**src/rtl/apb_arb_pkg.sv**
```systemverilog
// Shared types and constants for the two-master APB arbiter.
// Provides the FSM state enum, the master id type and the bus widths.
package apb_arb_pkg;

    typedef enum logic [1:0] {
        IDLE   = 2'd0,
        SETUP  = 2'd1,
        ACCESS = 2'd2,
        DONE   = 2'd3
    } state_t;

    typedef logic master_id_t;

    localparam master_id_t MASTER0 = 1'b0;
    localparam master_id_t MASTER1 = 1'b1;

    localparam int APB_AW = 16;
    localparam int APB_DW = 16;

    // A timeout of 0 still needs a 1-bit counter to keep the vector legal.
    function automatic int cnt_width(input int t);
        return (t < 1) ? 1 : $clog2(t + 1);
    endfunction

endpackage

```
**src/rtl/rr_arb2.sv**
```systemverilog
// Combinational two-way round-robin pick.
// Ports: req0_i/req1_i requests, last_i previous winner; winner_o, valid_o.
module rr_arb2
    import apb_arb_pkg::*;
(
    input  logic       req0_i,
    input  logic       req1_i,
    input  master_id_t last_i,
    output master_id_t winner_o,
    output logic       valid_o
);

    always_comb begin
        valid_o  = req0_i | req1_i;
        winner_o = MASTER0;
        if (req0_i && req1_i) begin
            // Contention: whoever did not win last time goes first.
            winner_o = master_id_t'(~last_i);
        end else if (req1_i) begin
            winner_o = MASTER1;
        end
    end

endmodule

```
**src/rtl/apb_master_arbiter.sv**
```systemverilog
// Shares one APB bus between master 0 (CPU) and master 1 (DMA/boot),
// round-robin arbitration, SETUP/ACCESS sequencing and slave timeout.
// Ports: clk, reset (sync, active-high); req/addr/write/wdata per master;
// gnt/done per master, rdata, err; APB paddr/pwrite/psel/penable/pwdata,
// prdata, pready. All outputs are registered.
module apb_master_arbiter
    import apb_arb_pkg::*;
#(
    parameter int TIMEOUT = 16,
    parameter int AW      = APB_AW,
    parameter int DW      = APB_DW
) (
    input  logic          clk,
    input  logic          reset,
    input  logic          req0,
    input  logic          req1,
    input  logic [AW-1:0] addr0,
    input  logic [AW-1:0] addr1,
    input  logic          write0,
    input  logic          write1,
    input  logic [DW-1:0] wdata0,
    input  logic [DW-1:0] wdata1,
    output logic          gnt0,
    output logic          gnt1,
    output logic          done0,
    output logic          done1,
    output logic [DW-1:0] rdata,
    output logic          err,
    output logic [AW-1:0] paddr,
    output logic          pwrite,
    output logic          psel,
    output logic          penable,
    output logic [DW-1:0] pwdata,
    input  logic [DW-1:0] prdata,
    input  logic          pready
);

    localparam int            CW       = cnt_width(TIMEOUT);
    localparam logic [CW-1:0] CNT_LAST = CW'(TIMEOUT - 1);
    localparam logic [CW-1:0] CNT_MAX  = '1;

    state_t        state_q, state_d;
    master_id_t    owner_q, owner_d;
    master_id_t    last_q, last_d;
    logic [CW-1:0] cnt_q, cnt_d;
    logic [AW-1:0] paddr_q, paddr_d;
    logic          pwrite_q, pwrite_d;
    logic [DW-1:0] pwdata_q, pwdata_d;
    logic [DW-1:0] rdata_q, rdata_d;
    logic          err_q, err_d;
    logic          psel_q, psel_d;
    logic          penable_q, penable_d;
    logic          gnt0_q, gnt0_d;
    logic          gnt1_q, gnt1_d;
    logic          done0_q, done0_d;
    logic          done1_q, done1_d;

    master_id_t    arb_win;
    logic          arb_valid;

    rr_arb2 u_rr_arb2 (
        .req0_i   (req0),
        .req1_i   (req1),
        .last_i   (last_q),
        .winner_o (arb_win),
        .valid_o  (arb_valid)
    );

    always_comb begin
        state_d  = state_q;
        owner_d  = owner_q;
        last_d   = last_q;
        cnt_d    = cnt_q;
        paddr_d  = paddr_q;
        pwrite_d = pwrite_q;
        pwdata_d = pwdata_q;
        rdata_d  = rdata_q;
        err_d    = err_q;

        unique case (state_q)
            IDLE: begin
                if (arb_valid) begin
                    state_d  = SETUP;
                    owner_d  = arb_win;
                    last_d   = arb_win;
                    paddr_d  = arb_win ? addr1 : addr0;
                    pwrite_d = arb_win ? write1 : write0;
                    pwdata_d = arb_win ? wdata1 : wdata0;
                end
            end
            SETUP: begin
                state_d = ACCESS;
            end
            ACCESS: begin
                // pready has priority over an expiring timeout.
                if (pready) begin
                    if (!pwrite_q) begin
                        rdata_d = prdata;
                    end
                    err_d   = 1'b0;
                    state_d = DONE;
                end else if ((TIMEOUT != 0) && (cnt_q == CNT_LAST)) begin
                    err_d   = 1'b1;
                    state_d = DONE;
                end else if (cnt_q != CNT_MAX) begin
                    cnt_d = cnt_q + 1'b1;
                end
            end
            DONE: begin
                cnt_d   = '0;
                state_d = IDLE;
            end
            default: begin
                state_d = IDLE;
            end
        endcase

        // Bus-facing flags are derived from the next state so that they
        // appear on the same edge the state changes.
        psel_d    = (state_d == SETUP) || (state_d == ACCESS);
        penable_d = (state_d == ACCESS);
        gnt0_d    = (state_d != IDLE) && (owner_d == MASTER0);
        gnt1_d    = (state_d != IDLE) && (owner_d == MASTER1);
        done0_d   = (state_d == DONE) && (owner_d == MASTER0);
        done1_d   = (state_d == DONE) && (owner_d == MASTER1);
    end

    always_ff @(posedge clk) begin
        if (reset) begin
            state_q   <= IDLE;
            owner_q   <= MASTER0;
            last_q    <= MASTER1;
            cnt_q     <= '0;
            paddr_q   <= '0;
            pwrite_q  <= 1'b0;
            pwdata_q  <= '0;
            rdata_q   <= '0;
            err_q     <= 1'b0;
            psel_q    <= 1'b0;
            penable_q <= 1'b0;
            gnt0_q    <= 1'b0;
            gnt1_q    <= 1'b0;
            done0_q   <= 1'b0;
            done1_q   <= 1'b0;
        end else begin
            state_q   <= state_d;
            owner_q   <= owner_d;
            last_q    <= last_d;
            cnt_q     <= cnt_d;
            paddr_q   <= paddr_d;
            pwrite_q  <= pwrite_d;
            pwdata_q  <= pwdata_d;
            rdata_q   <= rdata_d;
            err_q     <= err_d;
            psel_q    <= psel_d;
            penable_q <= penable_d;
            gnt0_q    <= gnt0_d;
            gnt1_q    <= gnt1_d;
            done0_q   <= done0_d;
            done1_q   <= done1_d;
        end
    end

    assign gnt0    = gnt0_q;
    assign gnt1    = gnt1_q;
    assign done0   = done0_q;
    assign done1   = done1_q;
    assign rdata   = rdata_q;
    assign err     = err_q;
    assign paddr   = paddr_q;
    assign pwrite  = pwrite_q;
    assign psel    = psel_q;
    assign penable = penable_q;
    assign pwdata  = pwdata_q;

endmodule

```
**config.mk**
```make
export PLATFORM = sky130hd
export DESIGN_NAME = apb_master_arbiter
export DESIGN_NICKNAME = d
export VERILOG_FILES = /design/src/rtl/apb_arb_pkg.sv /design/src/rtl/rr_arb2.sv /design/src/rtl/apb_master_arbiter.sv
export SDC_FILE = /design/constraint.sdc
export NUM_CORES = 1
export LEC_CHECK = 0
export CORE_UTILIZATION = 36
export DETAILED_ROUTE_END_ITERATION = 12
export HOLD_SLACK_MARGIN = 0.02
export PLACE_DENSITY = 0.77
export SLEW_MARGIN = 30
export SYNTH_ARGS = -nofsm -noshare
export SYNTH_HDL_FRONTEND = slang
export SYNTH_HIERARCHICAL = 1
export SYNTH_SLANG_ARGS = --single-unit
```
**constraint.sdc**
```tcl
create_clock -name clk -period 2 [get_ports clk]
set_clock_uncertainty 0.2 [all_clocks]
set_input_delay 0.4 -clock clk [delete_from_list [all_inputs] [get_ports clk]]
set_output_delay 0.4 -clock clk [all_outputs]
set_load 0.02 [all_outputs]
```
# == Yosys cells after proc, flatten, opt, wreduce, memory -nomap -nowiden ==
# Cells that the tools add are included.
# op_classes
muxes,17
bitwise_logic,4
n_reduce_logical,14
n_eq_ne,11
add_sub_neg,1
# ops
operator,n
$mux 16,2
$mux 5,3
$pmux 5 s2,1
$eq 2x2->1 const B,4
$pmux 2 s4,1
$mux 1,7
$mux 2,3
$ne 2x2->1 const B,3
$reduce_bool 2->1,3
$add 5x1->5 const B,1
$eq 5x4->1 const B,1
$logic_and 1x1->1,5
$ne 5x5->1 const B,1
$eq 2x1->1 const B,2
$reduce_and 2->1,2
$reduce_and 4->1,1
$not 1->1,3
$reduce_and 3->1,1
$logic_not 2->1,1
$logic_or 1x1->1,1
$or 1x1->1,1
# word_totals
regBits,65
input_bits,87
out_inout_bits,56
elab_cells,62

# == Longest topological paths before layout ==
# depth
ltp_word,6
ltp_mapped,8
depth_no_buf,8

# == Hierarchy ==
# Netlist, hierarchy kept.
# by_module_without_submodules
mod,seq_area_each_um2,instances,area_per_inst_um2,cells_per_inst
apb_master_arbiter,1301.2,1,2723.9,292
rr_arb2,0.0,1,13.8,2

# == Worst setup path before layout ==
# OpenSTA, ideal clock, no wires.
# synth_path
kind,reg2reg
startpoint,reg cnt_q[0]
endpoint,reg cnt_q[0]
t_required_ns,1.685
path_slack_ns,-0.085
path_stages_with_launch,7
n_path_buf,0
period_less_slack_ns,2.085
arrival_ns,1.771
setup_ns,0.115
cell_sequence,dfxtp_1 > ha_1 > and3_1 > ha_1 > or4b_4 > and3_1 > o21a_1
# synth_between
elab_chain_cells,5
elab_cells_between_ends,10
classes_between,add/sub (1); eq/ne (4); mux (4); reduce/logical (1)
# synth_lines
element,line,rtl
from (decl),apb_master_arbiter.sv:45,"logic [CW-1:0] cnt_q, cnt_d;"
from (signal assigned),apb_master_arbiter.sv:149,cnt_q <= cnt_d;
$add 5x1->5,apb_master_arbiter.sv:106,cnt_d = cnt_q + 1'b1;
$mux 5,apb_master_arbiter.sv:105,end else if (cnt_q != CNT_MAX) begin
$mux 5,apb_master_arbiter.sv:102,end else if ((TIMEOUT != 0) && (cnt_q == CNT_LAST)) begin
$mux 5,apb_master_arbiter.sv:96,if (pready) begin
$pmux 5 s2,apb_master_arbiter.sv:80,unique case (state_q)
# Parallel ways exist; a longest one is shown, timed or not. The select of a mux whose other input is x is not followed.
# A chain may end at the register's enable or synchronous reset.

# == Worst setup path after layout ==
# layout_path
startpoint,reg cnt_q[1]
endpoint,reg cnt_q[0]
# layout_between
elab_chain_cells,3
elab_cells_between_ends,5
classes_between,eq/ne (4); reduce/logical (1)
# layout_lines
element,line
$ne 5x5->1 or $eq 5x4->1 (tied branches),"apb_master_arbiter.sv:105, apb_master_arbiter.sv:102"
$ne 2x2->1 (no source line),-
$reduce_and 4->1 (no source line) *,-
# Every way passes the cells marked *; elsewhere a longest branch is shown, timed or not.

==> summary.md <==
| Metric | Value |
|---|---|
| Status | `finished, violations left` |
| Violated checks | `negative setup slack` |
| Synth Net Count | `387` |
| Post-Syn Instances | `294` |
| Final setup fails | `2` |
| CTS H-tree lvls | `3` |
| N_diodes | `0` |
| Drt first pass iters | `4` |
| Worst path cell trace | `ha_4 -> and3_4 -> ha_4 -> or4b_4 -> and3_4 -> o21a_1` |
| Antenna violations before repair | `0` |
| Synth area leaders | `dfxtp_1 (48%), mux2i_1 (14%), a211oi_1 (9.3%)` |
| Final Instance Count excl. Fillers | `549` |
| Slowest-stage cell, CP | `or4b_4` |
| Sequential cell area | `1304 µm²` |
| Critical Path RT | `2.03 ns` |
| Max cap viols | `0` |
| Final Cell Area | `4720 µm²` |
| Multi-input logic area | `1373 µm²` |
| R2R depth | `6` |
| # placed instances | `533` |
| Final HPWL DP | `5405 µm` |
| Yosys reg bits | `65` |
| HP Class | `flip-flop to flip-flop` |
| Placed inst area | `4441 µm²` |
| Final Max Tran Viols | `0` |
| Leak | `1.801 nW` |
| Tcrit/Tclk final | `103.4%` |
| Total gr overflow | `0` |
| Hold path endpoint | `rdata[0]` |
| Via density per instance | `4.716` |
| Slew HR | `66.16%` |
| CTS tree | `built` |
| First-pass GRT wire length | `11440 µm` |
| Synth async-reset ratio | `0%` |
| Worst vdd ir | `434.8 µV` |
| Max Clk Rate | `483.7 MHz` |
| Die area | `7958 µm²` |
| Post-DR wirelength/cell | `12.84 µm` |
| RSZ-0062 raised after global routing | `yes` |
| Clock share of power | `33.2%` |
| Seq pwr share | `37.7%` |
| Total CTS buffers | `9` |
| Ports | `143` |
| WP buf/inv | `0` |
| Net Sw Power | `0.001118 W` |
| # port buffers | `142` |
| Clock transition at path regs | `0.07 ns` |
| Internal | `0.002940 W` |
| Vias | `2589` |
| Syn_area_per_cell | `9.312 µm²` |
| Rows | `31` |
| Power Density | `859.9 nW/µm²` |
| GRT Util Overall | `18.84%` |
| Min Tclk post-route | `2.068 ns` |
| Reg2Reg Capture Point | `cnt_q[0]` |
| Warnings from Yosys | `6` |
| Post-DRT Antenna Nets | `0` |
| Die H | `89.21 µm` |
| Reg2reg start | `cnt_q[1]` |
| Final Net Count | `538` |
| Sequential area share after synthesis | `47.53%` |
| Measured slew at the worst slew-check pin | `0.5075 ns` |
| CP startpoint kind | `flip-flop` |
| Final hold slack | `0.2568 ns` |
| Critical Path AT | `2.09 ns` |
| Crit-path max cell delay | `0.58 ns` |
| Library cells used by synthesis | `30` |
| Cts hold-fix bufs | `0` |
| DR DRC count | `0` |
| CP Max Fanout | `5` |
| Initial Utilization | `37.54%` |
| Share of cells above drive strength 1 | `11.56%` |
| Die width | `89.21 µm` |
| Hold path startpoint | `rdata[0]` |
| Fillers | `611` |
| Kind of cell adding the most delay to the critical path | `simple AND/OR/NAND/NOR gates` |
| Placeable Area | `7292 µm²` |
| Vias in the first global route | `2495` |
| Worst-skew pair later-pin latency | `0.33 ns` |
| Proportion of power drawn by combinational gates | `29.1%` |
| Worst setup path class | `flip-flop to flip-flop` |
| Max Buffers Root-to-Sink | `2` |
| CTS Sinks | `65` |
| Hold Violations, Final | `0` |
| GP Congestion | `0.7298` |
| Largest net degree at the start of global routing | `28` |
| Yosys top cell area share | `47.53%` |
| P&R area growth vs syn | `72.39%` |
| Top FF cell, synth | `dfxtp_1` |
| Final setup margin | `-0.06757 ns` |
| DRT iter0 DRCs | `88` |
| CP endpoint kind | `flip-flop` |
| Post-Route WL | `7047 µm` |
| Root Buffer | `clkbuf_8` |
| Design Power | `0.004058 W` |
| Area leader, netlist | `dfxtp_1` |
| R2R Setup Slk | `-0.07 ns` |
| Post-synth EDFFs | `0` |
| Sw Share | `27.55%` |
| Hold Path Depth | `2` |
| Mapped Area | `2738 µm²` |
state kept, by name, indices dropped and copies added (netlist names), 2 cells and up:
| name | cells |
|---|---|
| paddr | 16 |
| rdata | 16 |
| state_q | 2 |
| cnt_q | 5 |
| pwdata | 16 |
metrics by stage:
| step | utilization (%) | setup slack, ns | setup TNS [ns] |
|---|---|---|---|
| finish | 64.72 | -0.06757 | -0.1089 |
| global route | 64.72 | -0.1057 | -0.2195 |
| CTS | 64.60 | -0.06583 | -0.1065 |
| detailed placement | 60.90 | -0.2319 | -5.991 |
| global placement | 60.90 | -0.1651 | -4.427 |
| floorplan | - | 0.01079 | 0 |
power groups by stage:
| stage | combinational (W) | clock (W) | sequential [W] |
|---|---|---|---|
| 2_1_floorplan | 0.000427 | 0 | 0.00170 |
| 3_3_place_gp | 0.00116 | 0 | 0.00155 |
| 3_5_place_dp | 0.00118 | 0 | 0.00156 |
| 4_1_cts | 0.00118 | 0.00137 | 0.00153 |
| 5_1_grt | 0.00128 | 0.00143 | 0.00155 |
| 6_report | 0.00118 | 0.00135 | 0.00153 |
cell usage after synthesis (all sizes together) (2+ instances only):
cell type,number
dfxtp,65
nor2,38
mux2i,37
nand2,36
a211oi,34
a21oi,21
buf,15
clkbuf,9
ha,6
and3,4
inv,4
nand3,3
nor2b,3
nor3,3
a21boi,2
nand2b,2
layout by cell type (no fill, tap or decap), types with 2 or more instances in the layout:
cell	count
nand2b_1	2
a211oi_1	33
clkbuf_8	10
clkdlybuf4s50_1	141
buf_4	15
dfxtp_1	63
bufinv_16	3
nand2_1	36
and3_1	2
and3_4	2
dfxtp_2	2
buf_12	6
ha_1	3
nor3_1	3
nand3_1	3
a21oi_1	21
mux2i_1	37
ha_4	3
nor2b_1	3
nor2_1	38
inv_1	4
repair_timing:
action	4_1_cts	5_1_grt
endpoints found under the hold margin	0	0
setup buffers	0	0
endpoints found under the setup margin	2	12
resized for setup	4	2
pin swaps	2	4
layout make-up:
class	count	share of cell area, %
well taps	99	2.625
flip-flops and latches	65	27.62
inverters	4	0.3181
clock buffers	11	2.996
multi-input cells	201	29.08
clock inverters	5	2.174
repair buffers	164	35.18
how the worst max path moves through the flow:
stage             start   endpoint  slack, ns  cells after the start
2_1_floorplan  cnt_q[1]   cnt_q[0]       0.01                      6
3_3_place_gp       req1     pwrite      -0.17                      7
3_5_place_dp       req1  pwdata[1]      -0.23                      7
4_1_cts        cnt_q[1]   cnt_q[0]      -0.07                      6
5_1_grt        cnt_q[1]   cnt_q[0]      -0.11                      6
6_report       cnt_q[1]   cnt_q[0]      -0.07                      6
cell families after synthesis:
logic type	count (synthesis)	synth area share, %
xor+xnor	1	0.3200
compound gates	60	14.49
flops	65	47.53
buf+inv	28	4.799
mux	38	13.94
simple gates	96	16.18
fa+ha+maj	6	2.742
layer usage:
layer | track usage, % | vias up | routed length (µm)
met3 | 6.741 | 11 | 562
met2 | 32.55 | 96 | 3455
li1 | - | 1328 | -
met1 | 21.23 | 1154 | 2926
met4 | 7.359 | 0 | 103
met5 | 0 | - | 0
tightest hold or removal path: cells and delay by family (launching register included):
kind            cells  cell delay [ns]
flops               1             0.31
simple gates        1             0.05
compound gates      1             0.05
Power figures use the tool's default switching activity.
==> RTL edit 1 (same flow settings) <==
The 4 states of `state_t` get a one-hot encoding in 4 bits.
--- a/src/rtl/apb_arb_pkg.sv
+++ b/src/rtl/apb_arb_pkg.sv
@@ -4,7 +4,7 @@
 
-    typedef enum logic [1:0] {
-        IDLE   = 2'd0,
-        SETUP  = 2'd1,
-        ACCESS = 2'd2,
-        DONE   = 2'd3
+    typedef enum logic [3:0] {
+        IDLE   = 4'b0001,
+        SETUP  = 4'b0010,
+        ACCESS = 4'b0100,
+        DONE   = 4'b1000
     } state_t;
Behaviour: no difference found for any inputs over 10 cycles, from zero or initial values and one cycle with reset high; not proved beyond that.
==> RTL edit 1 against the original RTL <==
The run still ends with negative setup slack left. Synthesized cell count increased by 4.8%. Hold slack got worse by 0.077 ns. First-iteration DRC count decreased by 10%. Sequential cell count increased by 2. Area after synthesis increased by 4.8%. Setup slack improved by 0.012 ns. Routed wire length increased by 20%. Die area increased by 4.7%. Critical path depth unchanged. Power decreased by 5.0%. Cell area increased by 2.7%. Via count increased by 14%.
==> RTL edit 1: results (changes against the original RTL) <==
* Longest Clk Path Bufs at 2 (unchanged)
* Status: finished with violations
* Area contributors post-synth: dfxtp_1, mux2i_1, a21oi_1, a211oi_1, nand3_1
* Worst VDD drop at 0.484 mV (+11%)
* Final RePlAce weighted congestion at 0.726 (-0.58%)
* CTS Root Buffer Type: clkbuf_8
* Pin count of the biggest net entering global routing at 34 (+21%)
* Post-Syn Nets at 398 (+2.8%)
* Net Sw Frac at 28.4% (+0.82 points)
* HPWL after DPL at 6040 um (+12%)
* Global-route wire length before repair at 13400 um (+18%)
* Clock buffer count from CTS at 9 (unchanged)
* H-tree depth at 3 (unchanged)
* Slowest stage cell, crit path: or4_1
* Synth warn at 6 (unchanged)
* IO buf count at 142 (unchanged)
* Synth top cells by count: dfxtp_1, a21oi_1, a211oi_1
* Hold Path Stages at 2 (unchanged)
* Worst-Margin Slew at 0.515 ns (+0.00742 ns)
* Multiplexer area fraction after synthesis at 11.5% (-2.4 points)
* P_leak at 1.75 nW (-2.6%)
* Nets at 546 (+1.5%)
* Initial antenna violation count at 0 (unchanged)
* Drt initial violations at 79 (-10%)
* Synth unique cells at 38 (+27%)
* Xor/xnor share of the synthesized area at 0% (-0.32 points)
* Async S/R FF share, synth at 0% (unchanged)
* Adder-Cell Fraction of Synth Area at 1.31% (-1.4 points)
* Hold Path Class: in -> reg
* Slowest stage delay, CP at 0.41 ns (-0.17 ns)
* Post-synthesis compound-gate area fraction at 25.7% (+11 points)
* Pre-antenna DRT Iters at 4 (unchanged)
* Crit-path max FO at 5 (unchanged)
* Clock Latency Late Sink at 0.35 ns (+0.02 ns)
* Total number of vias at 2939 (+14%)
* Failing checks: negative setup slack
* PnR worst setup slack at -0.0551 ns (+0.0125 ns)
* Layout fillers at 663 (+8.5%)
* Flop pwr share at 39.6% (+1.9 points)
* Final wirelength at 8430 um (+20%)
* Ant diodes at 0 (unchanged)
* GRT Total Usage at 20.4% (+1.6 points)
* Clock slew at reported path FFs at 0.07 ns (about the same)
* Sequential share of the synthesized area at 46.7% (-0.80 points)
* Share of cells above drive strength 1 at 13.0% (+1.5 points)
* Setup-violating endpoint count in the final report at 3 (+1)
* FF-to-FF path depth at 6 (unchanged)
* Cell family with the largest share of critical-path delay: simple AND/OR/NAND/NOR gates
[RTL edit 1: cell types whose count changed after synthesis, moves of 4 or more]
cell / delta
buf_1: +5
nand2_1: -35
clkbuf_1: +15
buf_2: -12
a21oi_1: +36
mux2i_1: -4
o21ai_0: +18
nand3_1: +16
nor2_1: -33
[RTL edit 1: cell families (layout without fill, tap and decap cells)]
logic type                 Yosys count  in the layout
DFF                                 67             67
AOI/OAI and AO/OA                  123            123
muxes                               33             33
adders and majority gates            3              3
buffers and inverters               34            187
and+or+nand+nor                     48             48
[RTL edit 1: power by group through the flow]
stage               registers (mW)  logic [mW]  clock network [mW]
floorplan                     1.68       0.367                   0
global placement              1.55        1.00                   0
detailed placement            1.55        1.02                   0
CTS                           1.52        1.03                1.33
global route                  1.54        1.10                1.39
finish                        1.52        1.02                1.30
[RTL edit 1: layer usage]
metal	share of wire, %	GRT usage, %
met1	41	22.8
met2	49	35.4
met3	7.9	7.37
met4	1.6	7.94
met5	0	0
[RTL edit 1: area by class of cell]
type                            count  share of cell area (%)
Timing Repair Buffer              169                    34.3
Multi-Input combinational cell    207                    30.3
Sequential cell                    67                    27.7
Clock buffer                       11                    3.12
Tap cell                          102                    2.63
Clock inverter                      5                    1.76
Inverter                            2                   0.155
[RTL edit 1: final timing paths]
check | startpoint | end
max | cnt_q[1] | cnt_q[3]
min | reset | state_q[1]
max reg2reg | cnt_q[1] | cnt_q[3]
min reg2reg | rdata[13] | rdata[13]
[RTL edit 1: worst register-to-register path: cells and delay by family, from the launching register on]
kind / cells / cell delay (ns)
AO/OA/AOI/OAI: 1 / 0.15
adder cells (fa/ha/maj): 2 / 0.32
flip-flops: 1 / 0.34
AND/OR/NAND/NOR: 3 / 0.99
[RTL edit 1: per-stage QoR]
stage               TNS [ns]  hold WS (ns)  cell area [um^2]  cells  setup slack [ns]
floorplan             -0.165         0.236              2900    308            -0.116
global placement       -7.79         0.260              4560    545            -0.219
detailed placement     -9.79         0.268              4560    545            -0.314
CTS                  -0.0526         0.158              4830    563           -0.0395
global route          -0.228         0.178              4850    563           -0.0912
finish                -0.106         0.179              4850    563           -0.0551
[RTL edit 1: repair_timing]
item	in CTS	in global routing
setup endpoints to repair	3	25
hold buffers	0	0
setup buffers	2	0
pin swaps	3	3
gates resized for setup	3	4
==> RTL edit 2 (same settings) <==
Made on the original files. Change the parameter `TIMEOUT` from 16 to 15.
--- a/src/rtl/apb_master_arbiter.sv
+++ b/src/rtl/apb_master_arbiter.sv
@@ -8,3 +8,3 @@
 #(
-    parameter int TIMEOUT = 16,
+    parameter int TIMEOUT = 15,
     parameter int AW      = APB_AW,
Formal check against the unedited RTL: no difference found for any inputs over 10 cycles, from zero or initial values and one cycle with reset high; that may be too few to reach the edited logic, so the function may still have changed.
==> RTL edit 2 against the original RTL <==
Via count barely moved. Hold slack got worse by 0.0037 ns. Area after synthesis fell by 0.37%. Setup slack improved by 0.18 ns. Utilization fell by 2.9 points. Routed wire length fell by 3.1%. Fmax rose by 9.4%. Sequential cell count fell by 1. Non-clock buffer count fell by 9. Cell area fell by 4.4%. Highest routed layer unchanged.
Power is not compared: it rests on default switching activity, and its combinational part moved more than twofold at a synthesized area within 25%.
==> RTL edit 2: results (changes against the original RTL) <==
* FF-to-FF path depth at 7 (+1)
* Synth top cells by count: dfxtp_1, a211oi_1, nor2_1
* Area contributors post-synth: dfxtp_1, mux2i_1, a211oi_1, nor2_1, nand2_1
* Slowest stage cell, crit path: clkdlybuf4s50_1
* Status: completed
* Synth unique cells at 33 (+10%)
* Worst path arrival time at 1.29 ns (-0.80 ns)
* Hold_sp: rdata[11]
* Post-synthesis compound-gate area fraction at 17.6% (+3.1 points)
* Slowest stage delay, CP at 0.63 ns (+0.05 ns)
* Total number of vias at 2587 (-0.077%)
* Routed len/inst at 12.7 um (-0.73%)
* Post-Syn Nets at 386 (-0.26%)
* CTS Root Buffer Type: clkbuf_8
* Layout fillers at 626 (+2.5%)
* Final wirelength at 6830 um (-3.1%)
* Worst slack on hold paths at 0.253 ns (-0.00367 ns)
* Cell family with the largest share of critical-path delay: buffers and inverters
* Global-route wire length before repair at 11100 um (-3.4%)
* Vias in the first global route at 2493 (-0.080%)
* CP startpoint: pwdata[1]
* Crit-path max FO at 2 (-3)
* Adder-Cell Fraction of Synth Area at 3.67% (+0.93 points)
* Multiplexer area fraction after synthesis at 12.1% (-1.8 points)
* Place WS at -0.433 ns (-0.201 ns)
* Nets at 530 (-1.5%)
* Pin count of the biggest net entering global routing at 42 (+50%)
* PnR worst setup slack at 0.110 ns (+0.178 ns)
* Worst R2R Setup Slack at 0.11 ns (+0.18 ns)
* HPWL after DPL at 5180 um (-4.1%)
* GRT Total Usage at 18.2% (-0.59 points)
* DP Cell Count at 522 (-2.1%)
* Mapped Avg Cell Area at 9.37 um^2 (+0.66%)
* Drt initial violations at 66 (-25%)
* Final RePlAce weighted congestion at 0.736 (+0.89%)
* Share of cells above drive strength 1 at 8.01% (-3.5 points)
* Starting Density at 37.4% (-0.14 points)
* Xor/xnor share of the synthesized area at 0% (-0.32 points)
-- RTL edit 2: cell families after synthesis --
family,count (synthesis)
AOI/OAI and AO/OA,69
adders and majority gates,8
buffers and inverters,29
DFF,64
muxes,33
and+or+nand+nor,88
-- RTL edit 2: stage by stage --
stage | util, % | setup TNS [ns]
floorplan | - | 0
global placement | 59.1 | -2.45
detailed placement | 59.1 | -3.33
CTS | 61.7 | 0
global route | 61.9 | -0.00516
finish | 61.9 | 0
-- RTL edit 2: final cells by class --
class | instances | area [um^2] | share of cell area (%)
sequential | 64 | 1280 | 28.4
inverter | 7 | 26.3 | 0.583
timing repair buffer | 155 | 1570 | 34.8
clock buffer | 13 | 179 | 3.97
multi-input combinational | 198 | 1330 | 29.5
tap | 99 | 124 | 2.75
-- RTL edit 2: worst paths after layout --
| path | end |
|---|---|
| worst max-delay path | pwdata[1] |
| worst min register to register | rdata[11] |
| worst max register to register | psel |
| worst min-delay path | rdata[11] |
-- RTL edit 2: per-layer routing --
metal / GRT usage [%] / wire (um) / up-vias
li1: - / - / 1315
met3: 6.83 / 656 / 7
met2: 31.3 / 3280 / 107
met1: 20.9 / 2830 / 1158
met4: 6.49 / 61 / 0
met5: 0 / 0 / -
-- RTL edit 2: worst reg2reg max path, delay by kind of cell (launching register included) --
kind | cells | cell delay [ns]
simple gates | 2 | 0.46
compound gates | 1 | 0.16
flops | 1 | 0.33
buf+inv | 2 | 0.14
fa+ha+maj | 2 | 0.46
-- RTL edit 2: power by group --
| group | switching [mW] | internal [mW] | total (mW) |
|---|---|---|---|
| Sequential | 0.178 | 1.63 | 1.81 |
| Combinational | 1.29 | 1.25 | 2.54 |
| Clock | 0.428 | 0.565 | 0.994 |
-- RTL edit 2: repair_timing --
action / CTS / global route
resized for setup: 1 / 6
endpoints found under the hold margin: 0 / 0
setup endpoints to repair: 2 / 4
buffers inserted: 1 / 0
pin swaps: 2 / 1
